[src/rtl/code_lock_pkg.sv]
// Shared definitions for the code-lock transmitter: FSM states, button encoding
// and default timing.
package code_lock_pkg;

    typedef enum logic [2:0] {
        IDLE,
        PRESS,
        GAP,
        WAIT,
        DONE
    } tx_state_t;

    localparam logic BTN0 = 1'b0;
    localparam logic BTN1 = 1'b1;

    localparam int DEF_MAX_LEN     = 8;
    localparam int DEF_LEN_W       = 4;
    localparam int DEF_PRESS_CYC   = 4;
    localparam int DEF_GAP_CYC     = 4;
    localparam int DEF_TIMEOUT_CYC = 16;
    localparam int DEF_CNT_W       = 8;

endpackage

[src/rtl/code_tx_timer.sv]
// Loadable down-counter shared by the press, gap and timeout phases.
// Saturates at zero; load has priority over decrement.
module code_tx_timer
    import code_lock_pkg::*;
#(
    parameter int CNT_W = DEF_CNT_W
) (
    input  logic             clk,
    input  logic             rst_n,
    input  logic             load,
    input  logic [CNT_W-1:0] load_val,
    input  logic             en,
    output logic             zero
);

    logic [CNT_W-1:0] count;

    always_ff @(posedge clk) begin
        if (!rst_n) begin
            count <= '0;
        end else if (load) begin
            count <= load_val;
        end else if (en && (count != '0)) begin
            count <= count - CNT_W'(1);
        end
    end

    assign zero = (count == '0);

endmodule

[src/rtl/code_sender.sv]
// Replays a stored code as timed button0/button1 presses into a code lock,
// then waits for the lock's unlock level and reports pass/fail.
module code_sender
    import code_lock_pkg::*;
#(
    parameter int MAX_LEN     = DEF_MAX_LEN,
    parameter int LEN_W       = DEF_LEN_W,
    parameter int PRESS_CYC   = DEF_PRESS_CYC,
    parameter int GAP_CYC     = DEF_GAP_CYC,
    parameter int TIMEOUT_CYC = DEF_TIMEOUT_CYC,
    parameter int CNT_W       = DEF_CNT_W
) (
    input  logic               clk,
    input  logic               rst_n,
    input  logic               start,
    input  logic [MAX_LEN-1:0] code,
    input  logic [LEN_W-1:0]   code_len,
    input  logic               unlock_in,
    output logic               button0,
    output logic               button1,
    output logic               busy,
    output logic               done,
    output logic               pass
);

    localparam int IDX_W = (MAX_LEN > 1) ? $clog2(MAX_LEN) : 1;

    tx_state_t          state, next_state;
    logic [MAX_LEN-1:0] code_q;
    logic [LEN_W-1:0]   len_q;
    logic [IDX_W-1:0]   idx, idx_next;
    logic               pass_next;
    logic               latch;
    logic [LEN_W-1:0]   len_clamped;
    logic [MAX_LEN-1:0] code_next;
    logic               press_bit;
    logic               last_bit;

    logic               tmr_load;
    logic               tmr_en;
    logic [CNT_W-1:0]   tmr_val;
    logic               tmr_zero;

    code_tx_timer #(
        .CNT_W (CNT_W)
    ) u_timer (
        .clk      (clk),
        .rst_n    (rst_n),
        .load     (tmr_load),
        .load_val (tmr_val),
        .en       (tmr_en),
        .zero     (tmr_zero)
    );

    assign len_clamped = (code_len > LEN_W'(MAX_LEN)) ? LEN_W'(MAX_LEN) : code_len;
    assign last_bit    = (LEN_W'(idx) == (len_q - LEN_W'(1)));

    always_comb begin
        next_state = state;
        idx_next   = idx;
        pass_next  = pass;
        latch      = 1'b0;
        tmr_load   = 1'b0;
        tmr_en     = 1'b0;
        tmr_val    = '0;
        case (state)
            IDLE: begin
                if (start) begin
                    pass_next = 1'b0;
                    tmr_load  = 1'b1;
                    if (code_len != '0) begin
                        latch      = 1'b1;
                        idx_next   = '0;
                        tmr_val    = CNT_W'(PRESS_CYC - 1);
                        next_state = PRESS;
                    end else begin
                        tmr_val    = CNT_W'(TIMEOUT_CYC - 1);
                        next_state = WAIT;
                    end
                end
            end
            PRESS: begin
                if (!tmr_zero) begin
                    tmr_en = 1'b1;
                end else begin
                    tmr_load   = 1'b1;
                    tmr_val    = CNT_W'(GAP_CYC - 1);
                    next_state = GAP;
                end
            end
            GAP: begin
                if (!tmr_zero) begin
                    tmr_en = 1'b1;
                end else if (last_bit) begin
                    tmr_load   = 1'b1;
                    tmr_val    = CNT_W'(TIMEOUT_CYC - 1);
                    next_state = WAIT;
                end else begin
                    idx_next   = idx + IDX_W'(1);
                    tmr_load   = 1'b1;
                    tmr_val    = CNT_W'(PRESS_CYC - 1);
                    next_state = PRESS;
                end
            end
            WAIT: begin
                // Unlock wins over the timeout, so the final wait cycle still passes.
                if (unlock_in) begin
                    pass_next  = 1'b1;
                    next_state = DONE;
                end else if (tmr_zero) begin
                    pass_next  = 1'b0;
                    next_state = DONE;
                end else begin
                    tmr_en = 1'b1;
                end
            end
            DONE: begin
                next_state = IDLE;
            end
            default: begin
                next_state = IDLE;
            end
        endcase
    end

    // Outputs are registered from the next state so they line up with the state register.
    assign code_next = latch ? code : code_q;
    assign press_bit = code_next[idx_next];

    always_ff @(posedge clk) begin
        if (!rst_n) begin
            state   <= IDLE;
            code_q  <= '0;
            len_q   <= '0;
            idx     <= '0;
            pass    <= 1'b0;
            button0 <= 1'b0;
            button1 <= 1'b0;
            busy    <= 1'b0;
            done    <= 1'b0;
        end else begin
            state <= next_state;
            idx   <= idx_next;
            pass  <= pass_next;
            if (latch) begin
                code_q <= code;
                len_q  <= len_clamped;
            end
            button0 <= (next_state == PRESS) && (press_bit == BTN0);
            button1 <= (next_state == PRESS) && (press_bit == BTN1);
            busy    <= (next_state == PRESS) || (next_state == GAP) || (next_state == WAIT);
            done    <= (next_state == DONE);
        end
    end

endmodule

[config.mk]
export PLATFORM = sky130hd
export DESIGN_NAME = code_sender
export DESIGN_NICKNAME = d
export VERILOG_FILES = /design/src/rtl/code_lock_pkg.sv /design/src/rtl/code_tx_timer.sv /design/src/rtl/code_sender.sv
export SDC_FILE = /design/constraint.sdc
export NUM_CORES = 1
export LEC_CHECK = 0
export ABC_AREA = 1
export CORE_MARGIN = 5
export CORE_UTILIZATION = 40
export DETAILED_ROUTE_END_ITERATION = 10
export PLACE_DENSITY_LB_ADDON = 0.05
export SYNTH_ARGS = -nofsm -noshare
export SYNTH_HDL_FRONTEND = slang
export SYNTH_SLANG_ARGS = --single-unit
[constraint.sdc]
create_clock -name clk -period 3.6 [get_ports clk]
set_clock_uncertainty 0.15 [all_clocks]
set_input_delay 0.72 -clock clk [delete_from_list [all_inputs] [get_ports clk]]
set_output_delay 0.72 -clock clk [all_outputs]
set_load 0.05 [all_outputs]
### After elaboration in Yosys (flattened, before gate mapping)

Index checks and enable logic that the tools add are counted.

* magnitude comparators: 2
* reduce and logical (&&, ||, !) cells: 13
* bitwise logic cells: 1
* add/sub/neg operators: 3
* eq/ne operators: 10
* multiplexer cells: 38

Operators by type and width (count)
* $mux 3: 9
* $mux 8: 3
* $mux 4: 5
* $eq 3x2->1 const B: 4
* $pmux 3 s4: 1
* $pmux 4 s3: 1
* $mux 1: 11
* $logic_not 8->1: 1
* $reduce_bool 8->1: 1
* $sub 8x1->8 const B: 1
* $eq 3x1->1 const B: 2
* $mux 2: 3
* $pmux 1 s2: 3
* $pmux 3 s2: 1
* $eq 3x4->1: 1
* $gt 4x4->1 const B: 1
* $lt 3x4->1 const B: 1
* $reduce_bool 2->1: 2
* $reduce_bool 4->1: 1
* $sub 4x1->4 const B: 1
* $add 3x1->3 const B: 1
* $bmux 1 s3: 1
* $eq 3x3->1 const B: 1
* $logic_and 1x1->1: 3
* 7 further kinds: 8

* input bits: 16
* word-level logic and storage cells: 77
* output and inout port bits: 5
* flip-flop bits (word level): 31

### Depth between registers and ports, before layout

* depth after elaboration: 9
* depth in mapped cells: 17
* depth with buffers taken out: 17

### Hierarchy

A second synthesis with hierarchy kept.

* cells, all modules: 279
* area, all modules: 1835.5 um2

By module, submodules not included
* code_sender: instances 1, cells each 175, seq. area each 460.4 um2, area an instance 1234.9 um2
* code_tx_timer: instances 1, cells each 104, seq. area each 160.2 um2, area an instance 600.6 um2

### Least setup slack after synthesis

Ideal clock, no wire load.

* path kind: input to register
* start point: in code_len[2]
* end point: reg button1
* stages on the path: 11
* buffers on the path: 1
* setup time: 113 ps
* data required time: 3337 ps
* arrival time: 1770 ps
* slack: 1567 ps
* cell sequence: nor2_1 nand3_2 nand2_4 buf_6 nand3_1 nand2_1 clkinv_1 nand3_1 nand3_1 nand2_1 nor2_1

* cells in the longest elaborated chain, start to end: 8
* elaborated cells on any way between the ends: 15
* those cells by class: eq/ne (1); mux (12); reduce/logical (2)

RTL lines
* from (decl): RTL line code_sender.sv:17 `input logic [LEN_W-1:0] code_len,`
* $reduce_bool 4->1 *: RTL line code_sender.sv:71 `if (code_len != '0) begin`
* $mux 1: RTL line code_sender.sv:71
* $mux 1: RTL line code_sender.sv:68 `if (start) begin`
* $mux 1: RTL line code_sender.sv:66 `case (state)`
* $mux 8
* $bmux 1 s3: RTL line code_sender.sv:128 `assign press_bit = code_next[idx_next];`
* $mux 1 (not written as such): RTL line code_sender.sv:128
* $logic_and 1x1->1 *: RTL line code_sender.sv:150 `button1 <= (next_state == PRESS) && (press_bit == BTN1);`
* to (signal assigned): RTL line code_sender.sv:150
* to (decl): RTL line code_sender.sv:20 `output logic button1,`

Every way passes the cells marked *; elsewhere a longest branch is shown, timed or not. The select of a mux whose other input is x is not followed.
A chain may end at the register's enable or synchronous reset.

### Worst setup path in the final report

* start point: in code_len[3]
* end point: reg button1

Same word-level chain as after synthesis.

==> impl_metrics.sql <==
INSERT INTO impl_metrics (metric_group, metric, value, unit) VALUES
('logic_synthesis', 'async_flop_share', '0', '%'),
('worst_setup_path', 'critical-path-slowest-cell', 'sky130_fd_sc_hd__clkdlybuf4s50_1', ''),
('worst_setup_path', 'cp-start-kind', 'input pin', ''),
('finish', 'flow.area_growth_from_synthesis', '20.4', '%'),
('status', 'outcome', 'complete, no violations', ''),
('timing', 'finalMaxSlewViolations', '0', ''),
('global_route', 'initial_antenna_violation_count', '0', ''),
('cts', 'post_cts_buffers', '0', ''),
('placement', 'dp_hpwl', '2.72', 'mm'),
('route', 'viasPerCell', '4.91', ''),
('floorplan', 'initial_core_util', '41.6', '%'),
('placement', 'pre_cts_ws', '917', 'ps'),
('global_route', 'globalRouteOverflowTotal', '0', ''),
('route', 'vias', '1502', ''),
('cts', 'insertion_delay', '280', 'ps'),
('cts', 'cts_made_buffers', '5', ''),
('logic_synthesis', 'netlist_instances', '231', ''),
('timing', 'rsz_0062_raised_after_global_routing', 'false', ''),
('logic_synthesis', 'yosys.cell_types.count', '35', ''),
('worst_setup_path', 'cp_data_required_time', '3630', 'ps'),
('timing', 'max_freq', '420', 'MHz'),
('logic_synthesis', 'synth_most_common_cell', 'sky130_fd_sc_hd__nand2_1', ''),
('logic_synthesis', 'post_synth_instance_area', '1690', 'µm²'),
('global_route', 'global_route.usage.total', '14.2', '%'),
('placement', 'place.gp.congestion', '0.803', ''),
('timing', 'totalNegativeSetupSlack', '0', 'ps'),
('floorplan', 'number_of_placement_rows', '23', ''),
('cts', 'cts.hold.buffers_added', '0', ''),
('worst_setup_path', 'slowest_delay', '470', 'ps'),
('route', 'detail-route-antenna-nets', '0', ''),
('finish', 'filler_cell_count', '428', ''),
('route', 'drt-initial-drc-count', '69', ''),
('timing', 'timing_hold_violations_final', '0', ''),
('floorplan', 'die_height', '75.0', 'µm'),
('finish', 'final-instance-count-excl-fill', '306', ''),
('power_and_ir_drop', 'power-per-cell-area', '707', 'nW/µm²'),
('run', 'max-cap-violations', '0', ''),
('finish', 'proportion_of_layout_cells_with_a_drive_suffix_above_1', '12.5', '%'),
('logic_synthesis', 'synth_enable_flop_cells', '0', ''),
('timing', 'timing.final.crit_share', '66.2', '%'),
('floorplan', 'boundaryPins', '21', ''),
('global_route', 'largest_net_degree_at_the_start_of_global_routing', '22', ''),
('route', 'routed_wl', '3.54', 'mm'),
('finish', 'design.final.nets', '274', ''),
('global_route', 'first_global_vias', '1384', ''),
('floorplan', 'chipWidth', '75.0', 'µm'),
('worst_setup_path', 'setup.worst_path.end_class', 'flip-flop', ''),
('logic_synthesis', 'synth_top_cell_area_share', '36.7', '%'),
('timing', 'setup_violations', '0', ''),
('route', 'detailedRoute.firstPassIterationCount', '4', ''),
('worst_setup_path', 'crit_arrival', '2410', 'ps'),
('min_path', 'timing.hold.worst.class', 'flip-flop to flip-flop', ''),
('worst_setup_path', 'path_cells', 'clkdlybuf4s50_1, nor2_1, nand3_2, nand2_4, mux2i_1, nand3_1, nand3_1, nand3_1, nand2_1, nor2_1', ''),
('logic_synthesis', 'synthesis.area_per_instance', '7.31', 'µm²'),
('timing', 'max_slew.worst_pin.slew', '701', 'ps'),
('cts', 'cts_repair_resize_count', '0', ''),
('placement', 'port-buffer-count', '20', ''),
('timing', 'final_critical_path_setup_slack', '1220', 'ps'),
('logic_synthesis', 'ranking_of_synthesized_cells_by_instance_count', 'sky130_fd_sc_hd__nand2_1 (36), sky130_fd_sc_hd__dfxtp_1 (31), sky130_fd_sc_hd__inv_1 (31), sky130_fd_sc_hd__nor2_1 (28), sky130_fd_sc_hd__nand3_1 (24)', ''),
('placement', 'number_of_placed_instances_with_taps_included', '298', ''),
('logic_synthesis', 'synth_top_area_cell', 'sky130_fd_sc_hd__dfxtp_1', ''),
('cts', 'h_tree_level_count', '2', ''),
('cts', 'cts_tree', 'yes', ''),
('logic_synthesis', 'ys_seq_area_share', '36.7', '%'),
('logic_synthesis', 'ys_top_cells_by_area', 'sky130_fd_sc_hd__dfxtp_1 (37%), sky130_fd_sc_hd__nand2_1 (8.0%), sky130_fd_sc_hd__nand3_1 (7.1%), sky130_fd_sc_hd__inv_1 (6.9%), sky130_fd_sc_hd__nor2_1 (6.2%)', ''),
('route', 'drc_errors', '0', ''),
('logic_synthesis', 'syn_nets', '250', ''),
('worst_setup_path', 'critical-path-top-cell-by-count', 'sky130_fd_sc_hd__nand3_1', ''),
('logic_synthesis', 'synth_top_flop_cell', 'sky130_fd_sc_hd__dfxtp_1', ''),
('timing', 'maxSlewHeadroom', '53.2', '%'),
('logic_synthesis', 'synthesis.yosys.warnings', '0', '');
==> area by class of cell <==
class | count | area (µm²) | area share, %
clock buffer | 8 | 100 | 4.92
inverter | 36 | 135 | 6.65
multi-input combinational | 161 | 915 | 45.0
sequential | 31 | 621 | 30.5
tap | 50 | 62.6 | 3.08
timing repair buffer | 20 | 200 | 9.85
==> kinds of logic after synthesis <==
group,Yosys count,synth area share (%)
AO/OA/AOI/OAI,33,10.9
XOR/XNOR,2,1.04
adder cells (fa/ha/maj),3,2.22
buffers and inverters,39,9.11
flip-flops,31,36.7
multiplexers,8,5.48
AND/OR/NAND/NOR,115,34.5
==> state kept, by name, indices dropped and copies added, names as in the netlist <==
signal and cells:
busy 1, button1 1, code_q 8, state 3, pass 1, button0 1, done 1, u_timer.count 8
len_q 4, idx 3
==> per-stage QoR <==
| stage | cell area [µm²] | utilization [%] | power, mW |
|---|---|---|---|
| after floorplan | 1690 | - | 1.00 |
| after global placement | 1930 | 47.6 | 1.14 |
| after detailed placement | 1930 | 47.6 | 1.14 |
| after CTS | 2030 | 50.1 | 1.45 |
| after global routing | 2030 | 50.1 | 1.56 |
| final | 2030 | 50.1 | 1.44 |
==> worst max-delay path, delay by kind of cell <==
| kind | cells | cell delay [ps] |
|---|---|---|
| multiplexers | 1 | 290 |
| AND/OR/NAND/NOR | 8 | 920 |
| buffers and inverters | 1 | 470 |
==> layout by cell type (no fill, tap or decap) <==
cell type / netlist / routed
sky130_fd_sc_hd__nor2_1: 28 / 28
sky130_fd_sc_hd__nand2_4: 2 / 2
sky130_fd_sc_hd__xnor2_1: 1 / 1
sky130_fd_sc_hd__nor2_8: 1 / 1
sky130_fd_sc_hd__mux2i_4: 1 / 1
sky130_fd_sc_hd__nand3_1: 24 / 24
sky130_fd_sc_hd__dfxtp_1: 31 / 31
sky130_fd_sc_hd__mux2i_1: 7 / 7
sky130_fd_sc_hd__nand3b_1: 2 / 2
sky130_fd_sc_hd__o21ai_0: 7 / 7
sky130_fd_sc_hd__or2_2: 1 / 1
sky130_fd_sc_hd__clkbuf_8: 0 / 7
sky130_fd_sc_hd__o21bai_1: 1 / 1
sky130_fd_sc_hd__nand2_2: 2 / 2
sky130_fd_sc_hd__nand2_1: 36 / 36
sky130_fd_sc_hd__nor4_1: 1 / 1
sky130_fd_sc_hd__nor3_2: 1 / 1
sky130_fd_sc_hd__nor2_2: 3 / 3
sky130_fd_sc_hd__clkbuf_1: 1 / 1
sky130_fd_sc_hd__nor2_4: 2 / 2
sky130_fd_sc_hd__o21ai_2: 2 / 2
sky130_fd_sc_hd__clkdlybuf4s50_1: 0 / 20
sky130_fd_sc_hd__ha_1: 3 / 3
sky130_fd_sc_hd__xor2_1: 1 / 1
sky130_fd_sc_hd__inv_2: 4 / 4
sky130_fd_sc_hd__nand3_2: 5 / 5
sky130_fd_sc_hd__a21oi_2: 1 / 1
sky130_fd_sc_hd__a31oi_1: 2 / 2
sky130_fd_sc_hd__inv_1: 31 / 31
sky130_fd_sc_hd__o21a_1: 1 / 1
sky130_fd_sc_hd__nand4_1: 3 / 3
sky130_fd_sc_hd__nor3_1: 4 / 4
sky130_fd_sc_hd__a21oi_1: 17 / 17
sky130_fd_sc_hd__clkinv_1: 1 / 1
sky130_fd_sc_hd__o21ai_1: 2 / 2
==> path summary, 6_finish.rpt <==
path	startpoint	end	slack, ps	cells past startpoint
setup / recovery	code_len[3]	button1	1220	10
setup reg to reg	u_timer.count[0]	u_timer.count[7]	1420	13
hold reg to reg	u_timer.count[0]	u_timer.count[0]	310	2
hold / removal	u_timer.count[0]	u_timer.count[0]	310	2
==> per-layer routing <==
metal / vias up / routed length, µm / GRT usage, %
met5: - / 0 / 0
met4: 0 / 59 / 5.93
met3: 7 / 146 / 4.14
met2: 18 / 1590 / 22.0
met1: 681 / 1740 / 18.4
li1: 796 / - / -
==> where the power goes <==
group          internal (mW)  total (mW)  switching, mW
clock network          0.174       0.305          0.131
registers              0.418       0.464         0.0464
logic                  0.242       0.668          0.426
Note: power is estimated with default switching activity, not from simulation.
